==> src/rtl/i2c_arb_pkg.sv <==
// Shared types for the I2C role arbiter: arbitration state encoding and the
// pad level that means "released".
package i2c_arb_pkg;

    typedef enum logic [2:0] {
        ARB_IDLE    = 3'd0,
        ARB_MASTER  = 3'd1,
        ARB_DRAIN_M = 3'd2,
        ARB_SLAVE   = 3'd3,
        ARB_DRAIN_S = 3'd4
    } arb_state_t;

    localparam logic SDA_RELEASED = 1'b1;

endpackage

==> src/rtl/i2c_role_arbiter_if.sv <==
// Core-side and FIFO/pad-side signals of the I2C role arbiter.
// Modport master is the arbiter's view; modport slave is the surrounding I2C top.
interface i2c_role_arbiter_if;

    logic       ms_select;
    logic       SDA_sync;
    logic       SCL_sync;
    logic       busy_master;
    logic       busy_slave;
    logic       SDA_out_master;
    logic       SCL_out_master;
    logic       SDA_out_slave;
    logic       SCL_out_slave;
    logic       TX_read_enable_master;
    logic       TX_read_enable_slave;
    logic       RX_write_enable_master;
    logic       RX_write_enable_slave;
    logic [7:0] rx_data_master;
    logic [7:0] rx_data_slave;
    logic       set_transaction_complete_master;
    logic       set_transaction_complete_slave;
    logic       ack_error_set_master;
    logic       ack_error_set_slave;

    logic       SDA_out;
    logic       SCL_out;
    logic       TX_read_enable;
    logic       RX_write_enable;
    logic [7:0] rx_data;
    logic       set_transaction_complete;
    logic       ack_error_set;
    logic       master_enable;
    logic       slave_enable;
    logic       bus_busy;
    logic       bus_timeout;

    modport master (
        input  ms_select, SDA_sync, SCL_sync, busy_master, busy_slave,
               SDA_out_master, SCL_out_master, SDA_out_slave, SCL_out_slave,
               TX_read_enable_master, TX_read_enable_slave,
               RX_write_enable_master, RX_write_enable_slave,
               rx_data_master, rx_data_slave,
               set_transaction_complete_master, set_transaction_complete_slave,
               ack_error_set_master, ack_error_set_slave,
        output SDA_out, SCL_out, TX_read_enable, RX_write_enable, rx_data,
               set_transaction_complete, ack_error_set,
               master_enable, slave_enable, bus_busy, bus_timeout
    );

    modport slave (
        output ms_select, SDA_sync, SCL_sync, busy_master, busy_slave,
               SDA_out_master, SCL_out_master, SDA_out_slave, SCL_out_slave,
               TX_read_enable_master, TX_read_enable_slave,
               RX_write_enable_master, RX_write_enable_slave,
               rx_data_master, rx_data_slave,
               set_transaction_complete_master, set_transaction_complete_slave,
               ack_error_set_master, ack_error_set_slave,
        input  SDA_out, SCL_out, TX_read_enable, RX_write_enable, rx_data,
               set_transaction_complete, ack_error_set,
               master_enable, slave_enable, bus_busy, bus_timeout
    );

endinterface

==> src/rtl/i2c_bus_monitor.sv <==
// START/STOP detector producing bus_busy. Defining I2C_BUS_TIMEOUT_EN adds a
// stuck-SCL-low timeout that force-releases bus_busy.
module i2c_bus_monitor
    import i2c_arb_pkg::*;
#(
    parameter int unsigned     TO_W           = 16,
    parameter logic [TO_W-1:0] TIMEOUT_CYCLES = 16'd50000
) (
    input  logic clk,
    input  logic n_rst,
    input  logic SDA_sync,
    input  logic SCL_sync,
    output logic bus_busy,
    output logic bus_timeout
);

    logic sda_prev_r;
    logic bus_busy_r;
    logic start_s;
    logic stop_s;
    logic to_hit_s;

    // Previous SDA sample for edge detection while SCL is high
    always_ff @(posedge clk or negedge n_rst) begin
        if (!n_rst) begin
            sda_prev_r <= SDA_RELEASED;
        end else begin
            sda_prev_r <= SDA_sync;
        end
    end

    assign start_s = SCL_sync & sda_prev_r & ~SDA_sync;
    assign stop_s  = SCL_sync & ~sda_prev_r & SDA_sync;

`ifdef I2C_BUS_TIMEOUT_EN
    localparam logic [TO_W-1:0] TO_LAST = TIMEOUT_CYCLES - {{(TO_W-1){1'b0}}, 1'b1};

    logic [TO_W-1:0] to_cnt_r;

    assign to_hit_s = bus_busy_r & ~SCL_sync & (to_cnt_r == TO_LAST);

    // Count consecutive SCL-low cycles of a busy bus; restart on any release
    always_ff @(posedge clk or negedge n_rst) begin
        if (!n_rst) begin
            to_cnt_r <= {TO_W{1'b0}};
        end else if (bus_busy_r & ~SCL_sync & ~to_hit_s) begin
            to_cnt_r <= to_cnt_r + {{(TO_W-1){1'b0}}, 1'b1};
        end else begin
            to_cnt_r <= {TO_W{1'b0}};
        end
    end

    assign bus_timeout = to_hit_s;
`else
    logic [TO_W-1:0] timeout_cfg_unused_s;

    assign timeout_cfg_unused_s = TIMEOUT_CYCLES;
    assign to_hit_s             = 1'b0;
    assign bus_timeout          = 1'b0;
`endif

    // Busy from START until STOP; a repeated START leaves it set
    always_ff @(posedge clk or negedge n_rst) begin
        if (!n_rst) begin
            bus_busy_r <= 1'b0;
        end else if (to_hit_s) begin
            bus_busy_r <= 1'b0;
        end else if (start_s) begin
            bus_busy_r <= 1'b1;
        end else if (stop_s) begin
            bus_busy_r <= 1'b0;
        end else begin
            bus_busy_r <= bus_busy_r;
        end
    end

    assign bus_busy = bus_busy_r;

endmodule

==> src/rtl/i2c_role_arbiter.sv <==
// Hands the I2C pads and FIFO ports to either the master or the slave core.
// Optional stuck-bus timeout lives in i2c_bus_monitor (I2C_BUS_TIMEOUT_EN).
module i2c_role_arbiter
    import i2c_arb_pkg::*;
#(
    parameter int unsigned     TO_W           = 16,
    parameter logic [TO_W-1:0] TIMEOUT_CYCLES = 16'd50000
) (
    input  logic                clk,
    input  logic                n_rst,
    i2c_role_arbiter_if.master  bus
);

    arb_state_t state_r;
    arb_state_t next_state_s;
    logic       bus_busy_s;
    logic       bus_timeout_s;

    i2c_bus_monitor #(
        .TO_W           (TO_W),
        .TIMEOUT_CYCLES (TIMEOUT_CYCLES)
    ) u_bus_monitor (
        .clk         (clk),
        .n_rst       (n_rst),
        .SDA_sync    (bus.SDA_sync),
        .SCL_sync    (bus.SCL_sync),
        .bus_busy    (bus_busy_s),
        .bus_timeout (bus_timeout_s)
    );

    assign bus.bus_busy    = bus_busy_s;
    assign bus.bus_timeout = bus_timeout_s;

    // Arbitration state register
    always_ff @(posedge clk or negedge n_rst) begin
        if (!n_rst) begin
            state_r <= ARB_IDLE;
        end else begin
            state_r <= next_state_s;
        end
    end

    // Role handover: drain the old core, pass through IDLE on a free bus
    always_comb begin
        next_state_s = state_r;
        case (state_r)
            ARB_IDLE: begin
                if (bus.ms_select & ~bus_busy_s) begin
                    next_state_s = ARB_MASTER;
                end else if (~bus.ms_select & ~bus_busy_s) begin
                    next_state_s = ARB_SLAVE;
                end else begin
                    next_state_s = ARB_IDLE;
                end
            end
            ARB_MASTER: begin
                if (!bus.ms_select) begin
                    next_state_s = ARB_DRAIN_M;
                end else begin
                    next_state_s = ARB_MASTER;
                end
            end
            ARB_DRAIN_M: begin
                if (bus.ms_select) begin
                    next_state_s = ARB_MASTER;
                end else if (~bus.busy_master & ~bus_busy_s) begin
                    next_state_s = ARB_IDLE;
                end else begin
                    next_state_s = ARB_DRAIN_M;
                end
            end
            ARB_SLAVE: begin
                if (bus.ms_select) begin
                    next_state_s = ARB_DRAIN_S;
                end else begin
                    next_state_s = ARB_SLAVE;
                end
            end
            ARB_DRAIN_S: begin
                if (!bus.ms_select) begin
                    next_state_s = ARB_SLAVE;
                end else if (~bus.busy_slave & ~bus_busy_s) begin
                    next_state_s = ARB_IDLE;
                end else begin
                    next_state_s = ARB_DRAIN_S;
                end
            end
            default: begin
                next_state_s = ARB_IDLE;
            end
        endcase
    end

    assign bus.master_enable = (state_r == ARB_MASTER) || (state_r == ARB_DRAIN_M);
    assign bus.slave_enable  = (state_r == ARB_SLAVE)  || (state_r == ARB_DRAIN_S);

    // Zero-latency mux; IDLE and illegal encodings release the pads
    always_comb begin
        bus.SDA_out                  = SDA_RELEASED;
        bus.SCL_out                  = SDA_RELEASED;
        bus.TX_read_enable           = 1'b0;
        bus.RX_write_enable          = 1'b0;
        bus.rx_data                  = 8'h00;
        bus.set_transaction_complete = 1'b0;
        bus.ack_error_set            = 1'b0;
        case (state_r)
            ARB_MASTER, ARB_DRAIN_M: begin
                bus.SDA_out                  = bus.SDA_out_master;
                bus.SCL_out                  = bus.SCL_out_master;
                bus.TX_read_enable           = bus.TX_read_enable_master;
                bus.RX_write_enable          = bus.RX_write_enable_master;
                bus.rx_data                  = bus.rx_data_master;
                bus.set_transaction_complete = bus.set_transaction_complete_master;
                bus.ack_error_set            = bus.ack_error_set_master;
            end
            ARB_SLAVE, ARB_DRAIN_S: begin
                bus.SDA_out                  = bus.SDA_out_slave;
                bus.SCL_out                  = bus.SCL_out_slave;
                bus.TX_read_enable           = bus.TX_read_enable_slave;
                bus.RX_write_enable          = bus.RX_write_enable_slave;
                bus.rx_data                  = bus.rx_data_slave;
                bus.set_transaction_complete = bus.set_transaction_complete_slave;
                bus.ack_error_set            = bus.ack_error_set_slave;
            end
            default: begin
                bus.SDA_out = SDA_RELEASED;
            end
        endcase
    end

endmodule

==> src/flat_wrapper.sv <==
// flat-port wrapper written by rule: the top's interface ports become plain ports
module i2c_role_arbiter_flat import i2c_arb_pkg::*;
#(
    parameter int unsigned     TO_W           = 16,
    parameter logic [TO_W-1:0] TIMEOUT_CYCLES = 16'd50000
)
  (clk, n_rst, bus_ms_select, bus_SDA_sync, bus_SCL_sync, bus_busy_master, bus_busy_slave, bus_SDA_out_master, bus_SCL_out_master, bus_SDA_out_slave, bus_SCL_out_slave, bus_TX_read_enable_master, bus_TX_read_enable_slave, bus_RX_write_enable_master, bus_RX_write_enable_slave, bus_rx_data_master, bus_rx_data_slave, bus_set_transaction_complete_master, bus_set_transaction_complete_slave, bus_ack_error_set_master, bus_ack_error_set_slave, bus_SDA_out, bus_SCL_out, bus_TX_read_enable, bus_RX_write_enable, bus_rx_data, bus_set_transaction_complete, bus_ack_error_set, bus_master_enable, bus_slave_enable, bus_bus_busy, bus_bus_timeout);
  i2c_role_arbiter_if bus_i ();
  input  logic clk;
  input  logic n_rst;
  input wire logic [$bits(bus_i.ms_select)-1:0] bus_ms_select;
  input wire logic [$bits(bus_i.SDA_sync)-1:0] bus_SDA_sync;
  input wire logic [$bits(bus_i.SCL_sync)-1:0] bus_SCL_sync;
  input wire logic [$bits(bus_i.busy_master)-1:0] bus_busy_master;
  input wire logic [$bits(bus_i.busy_slave)-1:0] bus_busy_slave;
  input wire logic [$bits(bus_i.SDA_out_master)-1:0] bus_SDA_out_master;
  input wire logic [$bits(bus_i.SCL_out_master)-1:0] bus_SCL_out_master;
  input wire logic [$bits(bus_i.SDA_out_slave)-1:0] bus_SDA_out_slave;
  input wire logic [$bits(bus_i.SCL_out_slave)-1:0] bus_SCL_out_slave;
  input wire logic [$bits(bus_i.TX_read_enable_master)-1:0] bus_TX_read_enable_master;
  input wire logic [$bits(bus_i.TX_read_enable_slave)-1:0] bus_TX_read_enable_slave;
  input wire logic [$bits(bus_i.RX_write_enable_master)-1:0] bus_RX_write_enable_master;
  input wire logic [$bits(bus_i.RX_write_enable_slave)-1:0] bus_RX_write_enable_slave;
  input wire logic [$bits(bus_i.rx_data_master)-1:0] bus_rx_data_master;
  input wire logic [$bits(bus_i.rx_data_slave)-1:0] bus_rx_data_slave;
  input wire logic [$bits(bus_i.set_transaction_complete_master)-1:0] bus_set_transaction_complete_master;
  input wire logic [$bits(bus_i.set_transaction_complete_slave)-1:0] bus_set_transaction_complete_slave;
  input wire logic [$bits(bus_i.ack_error_set_master)-1:0] bus_ack_error_set_master;
  input wire logic [$bits(bus_i.ack_error_set_slave)-1:0] bus_ack_error_set_slave;
  output wire logic [$bits(bus_i.SDA_out)-1:0] bus_SDA_out;
  output wire logic [$bits(bus_i.SCL_out)-1:0] bus_SCL_out;
  output wire logic [$bits(bus_i.TX_read_enable)-1:0] bus_TX_read_enable;
  output wire logic [$bits(bus_i.RX_write_enable)-1:0] bus_RX_write_enable;
  output wire logic [$bits(bus_i.rx_data)-1:0] bus_rx_data;
  output wire logic [$bits(bus_i.set_transaction_complete)-1:0] bus_set_transaction_complete;
  output wire logic [$bits(bus_i.ack_error_set)-1:0] bus_ack_error_set;
  output wire logic [$bits(bus_i.master_enable)-1:0] bus_master_enable;
  output wire logic [$bits(bus_i.slave_enable)-1:0] bus_slave_enable;
  output wire logic [$bits(bus_i.bus_busy)-1:0] bus_bus_busy;
  output wire logic [$bits(bus_i.bus_timeout)-1:0] bus_bus_timeout;
  assign bus_i.ms_select = bus_ms_select;
  assign bus_i.SDA_sync = bus_SDA_sync;
  assign bus_i.SCL_sync = bus_SCL_sync;
  assign bus_i.busy_master = bus_busy_master;
  assign bus_i.busy_slave = bus_busy_slave;
  assign bus_i.SDA_out_master = bus_SDA_out_master;
  assign bus_i.SCL_out_master = bus_SCL_out_master;
  assign bus_i.SDA_out_slave = bus_SDA_out_slave;
  assign bus_i.SCL_out_slave = bus_SCL_out_slave;
  assign bus_i.TX_read_enable_master = bus_TX_read_enable_master;
  assign bus_i.TX_read_enable_slave = bus_TX_read_enable_slave;
  assign bus_i.RX_write_enable_master = bus_RX_write_enable_master;
  assign bus_i.RX_write_enable_slave = bus_RX_write_enable_slave;
  assign bus_i.rx_data_master = bus_rx_data_master;
  assign bus_i.rx_data_slave = bus_rx_data_slave;
  assign bus_i.set_transaction_complete_master = bus_set_transaction_complete_master;
  assign bus_i.set_transaction_complete_slave = bus_set_transaction_complete_slave;
  assign bus_i.ack_error_set_master = bus_ack_error_set_master;
  assign bus_i.ack_error_set_slave = bus_ack_error_set_slave;
  assign bus_SDA_out = bus_i.SDA_out;
  assign bus_SCL_out = bus_i.SCL_out;
  assign bus_TX_read_enable = bus_i.TX_read_enable;
  assign bus_RX_write_enable = bus_i.RX_write_enable;
  assign bus_rx_data = bus_i.rx_data;
  assign bus_set_transaction_complete = bus_i.set_transaction_complete;
  assign bus_ack_error_set = bus_i.ack_error_set;
  assign bus_master_enable = bus_i.master_enable;
  assign bus_slave_enable = bus_i.slave_enable;
  assign bus_bus_busy = bus_i.bus_busy;
  assign bus_bus_timeout = bus_i.bus_timeout;
  i2c_role_arbiter #(.TO_W(TO_W), .TIMEOUT_CYCLES(TIMEOUT_CYCLES)) u_core (.clk(clk), .n_rst(n_rst), .bus(bus_i));
endmodule
==> config.mk <==
export PLATFORM = sky130hd
export DESIGN_NAME = i2c_role_arbiter_flat
export DESIGN_NICKNAME = d
export VERILOG_FILES = /design/src/rtl/i2c_arb_pkg.sv /design/src/rtl/i2c_role_arbiter_if.sv /design/src/rtl/i2c_bus_monitor.sv /design/src/rtl/i2c_role_arbiter.sv /design/src/flat_wrapper.sv
export SDC_FILE = /design/constraint.sdc
export NUM_CORES = 1
export LEC_CHECK = 0
export ABC_AREA = 1
export ABC_CLOCK_PERIOD_IN_PS = 1250
export CORE_MARGIN = 2
export CORE_UTILIZATION = 25
export CTS_BUF_LIST = sky130_fd_sc_hd__clkbuf_4 sky130_fd_sc_hd__clkbuf_8 sky130_fd_sc_hd__clkbuf_16
export CTS_CLUSTER_DIAMETER = 60
export CTS_CLUSTER_SIZE = 8
export DETAILED_ROUTE_END_ITERATION = 10
export MAX_ROUTING_LAYER = met4
export PLACE_DENSITY = 0.76
export SYNTH_ARGS = -nofsm -noshare
export SYNTH_HDL_FRONTEND = slang
export SYNTH_SLANG_ARGS = --single-unit
==> constraint.sdc <==
create_clock -name clk -period 1.25 [get_ports clk]
set_input_delay 0.25 -clock clk [delete_from_list [all_inputs] [get_ports clk]]
set_output_delay 0.25 -clock clk [all_outputs]
set_load 0.05 [all_outputs]
# ---- Yosys cells after proc, flatten, opt, wreduce, memory -nomap -nowiden
# Cells that the tools add are included.
dict set report op_classes {
  eq_ne 4
  muxes 18
  bitwise 14
  n_reduce_logical 6
}
# cell count
set ops {}
lappend ops {{8-bit one-hot mux with 2 select lines} 1}
lappend ops {{3-bit two-way mux} 5}
lappend ops {{3-bit one-hot mux with 5 select lines} 1}
lappend ops {{1-bit one-hot mux with 2 select lines} 6}
lappend ops {{1-bit AND} 8}
lappend ops {{3-bit by 2-bit equality test with 1-bit output (second input constant)} 2}
lappend ops {{2-bit two-way mux} 3}
lappend ops {{1-bit NOT} 6}
lappend ops {{2-bit OR reduction} 2}
lappend ops {{3-bit by 1-bit equality test with 1-bit output (second input constant)} 1}
lappend ops {{3-bit equality test (second input constant)} 1}
lappend ops {{3-bit zero test} 1}
lappend ops {{1-bit logical OR} 2}
lappend ops {{1-bit two-way mux} 2}
lappend ops {{2-bit nonzero test} 1}
dict set report totals {
  regBits 5
  in_bits 35
  output_inout_bits 18
  elab_cells 45
}

# ---- Logic depth before layout (Yosys ltp)
dict set report logic_depth {
  depth_word 5
  mapped_depth 6
  depth_no_buf 6
}

# ---- Modules after synthesis
# From an unflattened synthesis, not the netlist that was laid out.
dict set report hier_totals {
  hier_cells 89
  area_unflattened_um2 490.5
}
# module instances cells_per_inst area_each_um2 seq_area_each_um2
set modules_own_cells {}
lappend modules_own_cells {i2c_role_arbiter 1 76 391.6 75.1}
lappend modules_own_cells {i2c_bus_monitor 1 13 98.8 51.3}

# ---- Worst setup path before layout
# OpenSTA, ideal clock, no wires.
dict set report synth_path {
  kind {register to output}
  start {register u_core.state_r[2]}
  end {output bus_ack_error_set}
  arrival_time_ns 1.358
  required_time_ns 1.000
  path_slack_ns -0.358
  path_stages_with_launch 7
  path_buffers 1
  path_cell_list {dfrtp_1 > inv_1 > nand3_1 > nand2_2 > buf_6 > nand2_1 > nand2_1}
}
dict set report synth_via {
  elab_chain_cells 3
  word_cells_on_any_way 7
  classes_between {4 x eq/ne; 1 x mux; 2 x reduce/logical}
}
# item line_no
set synth_rtl {}
lappend synth_rtl {{start: declaration} i2c_role_arbiter.sv:14} ;# arb_state_t state_r;
lappend synth_rtl {{start signal: assignment} i2c_role_arbiter.sv:39} ;# state_r <= next_state_s;
lappend synth_rtl {{3-bit equality test, or another cell as far along} i2c_role_arbiter.sv:106} ;# case (state_r)
lappend synth_rtl {{2-bit OR reduction} i2c_role_arbiter.sv:106}
lappend synth_rtl {{1-bit one-hot mux with 2 select lines (*)} i2c_role_arbiter.sv:106}
lappend synth_rtl {{end: declaration} flat_wrapper.sv:36} ;# output wire logic [$bits(bus_i.ack_error_set)-1:0] bus_ack_error_set;
# Mark *: on every way between the ends. The rest lies on a longest branch, timed or not.

# ---- Final worst setup path
dict set report layout_path {
  start {register u_core.state_r[0]}
  end {output bus_ack_error_set}
}
# The elaborated chain is that of the path after synthesis.

==> metrics.md <==
| Metric | Value |
|---|---|
| H-tree levels | 1 |
| Vias per cell | 4.954 |
| Final wirelength | 2905 µm |
| CTS Buffer Depth | 2 |
| Hold buffers post-CTS | 0 |
| CP peak stage delay | 0.47 ns |
| RSZ-0062 raised after global routing | yes |
| P&R area growth vs syn | 229.2% |
| Drt first pass iters | 4 |
| DP Cell Count | 165 |
| Hold Violations, Final | 0 |
| CP top delay family | flip-flops |
| Compound-Gate Fraction of Synth Area | 0.04872 |
| CTS Sinks | 5 |
| PortBufs | 51 |
| Number of non-filler instances in the completed layout | 174 |
| Failing checks | negative setup slack |
| Met1 GRT Util | 0.2058 |
| Post-synthesis sequential area ratio | 0.2590 |
| Hold WS | 0.2282 ns |
| Global placement routability congestion | 0.8296 |
| Die area | 0.002321 mm² |
| CTS Buf Count | 3 |
| Pre-CTS WS | -0.2499 ns |
| CTS tree | yes |
| Clock root cell | clkbuf_4 |
| Fmax | 575.1 MHz |
| Startpoint Class | flip-flop |
| Comb pwr share | 0.903 |
| Mux cell area share after synthesis | 0 |
| Outcome | finished with violations |
| Avg Inst Size Synth | 5.809 µm² |
| CP arrival | 1.49 ns |
| Final ANT Viol Nets | 0 |
| Synth warn | 0 |
| Vias | 862 |
| Clock skew | 0.004019 ns |
| Worst Setup Path Type | reg -> out |
| Post-synthesis cell area | 488.0 µm² |
| Net Count, Synth | 119 |
| Rows | 15 |
| Fin util | 0.9011 |
| Wire per inst | 16.70 µm |
| Die Y | 48.18 µm |
| Skew-Pair Late Insertion Delay | 0.24 ns |
| Clk pwr share | 0.038 |
| Initial antenna violation count | 0 |
| Critical-path maximum fanout | 6 |
| Reg area | 128.9 µm² |
| Main area contributors after synthesis | nand2_1, dfrtp_1, nand3_1, dfstp_2, inv_1 |
| Most frequent cells in the layout | clkdlybuf4s50_1, nand2_4, buf_12 |
| Register bit total from synthesis | 5 |
| Die X-Extent | 48.18 µm |
| Leak | 0.7289 nW |
| CP Capture Type | output pin |
| Adder-cell share of the synthesized area | 0 |
| Met3 Use GR | 0.07778 |
| Core area | 0.001783 mm² |
| Synth top area share | 0.3462 |
| Maximum VDD drop | 0.001974 V |
| Tmin final | 1.739 ns |
| Share of layout cells above drive strength 1 | 0.5369 |
| Clock-pin transition on the worst setup and hold timing paths | 0.05 ns |
| Max Transition Viols Final | 0 |
| Largest net degree at the start of global routing | 12 |
| Total GRT Usage | 0.2075 |
| P_sw | 2.799 mW |
| CP required | 1.00 ns |
| First-pass GRT wire length | 3229 µm |
| Xor/xnor share of the synthesized area | 0 |
| DR DRC count | 0 |
| Area of the multi-input gates | 571.8 µm² |
| Seq pwr share | 0.059 |
| Power density over cell area | 3398 mW/mm² |
| Syn Inst Count | 84 |
| Final Cycle Share | 1.391 |
| Simple-Gate Fraction of Synth Area | 0.5692 |
| Starting DRT DRC Count | 11 |
| Met2 Usage GRT | 0.3579 |
| Final WS setup | -0.4888 ns |
| Count of final setup violators | 16 |
| Initial Util | 0.2737 |
| GRT busiest layer | met2 |
| Max Cap Violations | 0 |
| Worst hold path type | in -> async |
| NumNets Final | 185 |
| Ports | 53 |
| Worst path cell trace | inv_1 > nand3_2 > nand2_4 > buf_12 > nand2_2 > nand2_4 > buf_12 |
| Pwr Total | 5.459 mW |
| CP Buf/Inv Count | 3 |
| Pint | 2.660 mW |
| Placed wire-length estimate | 1735 µm |
| Yosys top cell by area | nand2_1 |
| Most common cell after layout, fill and taps aside | clkdlybuf4s50_1 |
| Largest family of logic cells by synthesized area | simple AND/OR/NAND/NOR gates |
| Vias in the first global route | 784 |
| ANT cells | 0 |
| # fillers | 78 |
| Critical path's slowest cell | dfrtp_2 |
| Sw frac | 0.5127 |
| Grt total ovfl | 0 |
| Unique cell type count in the Yosys netlist | 18 |
## worst register-to-register path, cell delays in order (launching register included)
cell	delay, ns
dfrtp_2	0.47
inv_1	0.12
nand3_2	0.10
nand2_4	0.14
clkbuf_16	0.17
nand2_1	0.05
nand3_1	0.09
## logic make-up after synthesis
| family | after synthesis |
|---|---|
| simple gates | 64 |
| buf+inv | 10 |
| flops | 5 |
| compound gates | 4 |
| other cells | 1 |
## repair_timing
item / 4_1_cts / 5_1_grt
gates cloned: 1 / 1
setup buffers: 2 / 1
setup endpoints to repair: 16 / 18
pin swaps: 6 / 12
resized for setup: 18 / 25
## metal layers
| metal | part of all wire | wire length [µm] |
|---|---|---|
| met5 | 0 | 0 |
| met3 | 0.085 | 247 |
| met1 | 0.37 | 1078 |
| met2 | 0.52 | 1517 |
| met4 | 0.021 | 61 |
## cell usage after synthesis
library cell  instances
o31ai_1               1
o21ai_0               2
nand3_2               1
o22ai_1               1
nand2_1              45
nand2_2               2
dfrtp_1               4
conb_1                1
inv_1                 7
nand3_1               6
buf_4                 1
nor2_1                5
nand3b_1              1
nor2_2                1
dfstp_2               1
buf_6                 2
nand2_4               1
nand4_1               2
## stage by stage
stage	TNS, ns	instance area (µm²)
after CTS	-6.300	1476
after global routing	-8.079	1607
after floorplan	-1.395	623.1
after global placement	-1.999	1360
after detailed placement	-2.626	1360
final	-7.327	1607
## power by group through the flow
stage          combinational (mW)  clock [mW]  sequential [mW]
6_report                     4.93       0.207            0.322
5_1_grt                      5.11       0.235            0.329
4_1_cts                      4.45       0.213            0.301
3_5_place_dp                 4.20           0            0.282
3_3_place_gp                 4.13           0            0.274
2_1_floorplan                2.31           0            0.285
## sequential cells by signal, summed over array words and instances (netlist names)
register / cells
u_core.state_r: 3
u_core.u_bus_monitor.bus_busy: 1
u_core.u_bus_monitor.sda_prev_r: 1
## layout make-up
type	instances	area share
clock buffer	4	0.01869
inverter	7	0.01791
multi-input combinational	70	0.3559
sequential	5	0.08022
tap	25	0.01947
timing repair buffer	63	0.5078
## worst paths after layout
check	from	endpoint	slack, ns	cells past startpoint
worst max register to register	u_core.state_r[0]	u_core.state_r[0]	0.04	6
worst max-delay path	u_core.state_r[0]	bus_ack_error_set	-0.49	7
max in group asynchronous	n_rst	u_core.u_bus_monitor.sda_prev_r	0.77	1
worst min register to register	u_core.u_bus_monitor.sda_prev_r	u_core.u_bus_monitor.bus_busy	0.56	2
min in group clk	bus_SDA_sync	u_core.u_bus_monitor.sda_prev_r	0.46	1
worst min-delay path	n_rst	u_core.u_bus_monitor.bus_busy	0.23	1
Power figures use the tool's default switching activity.
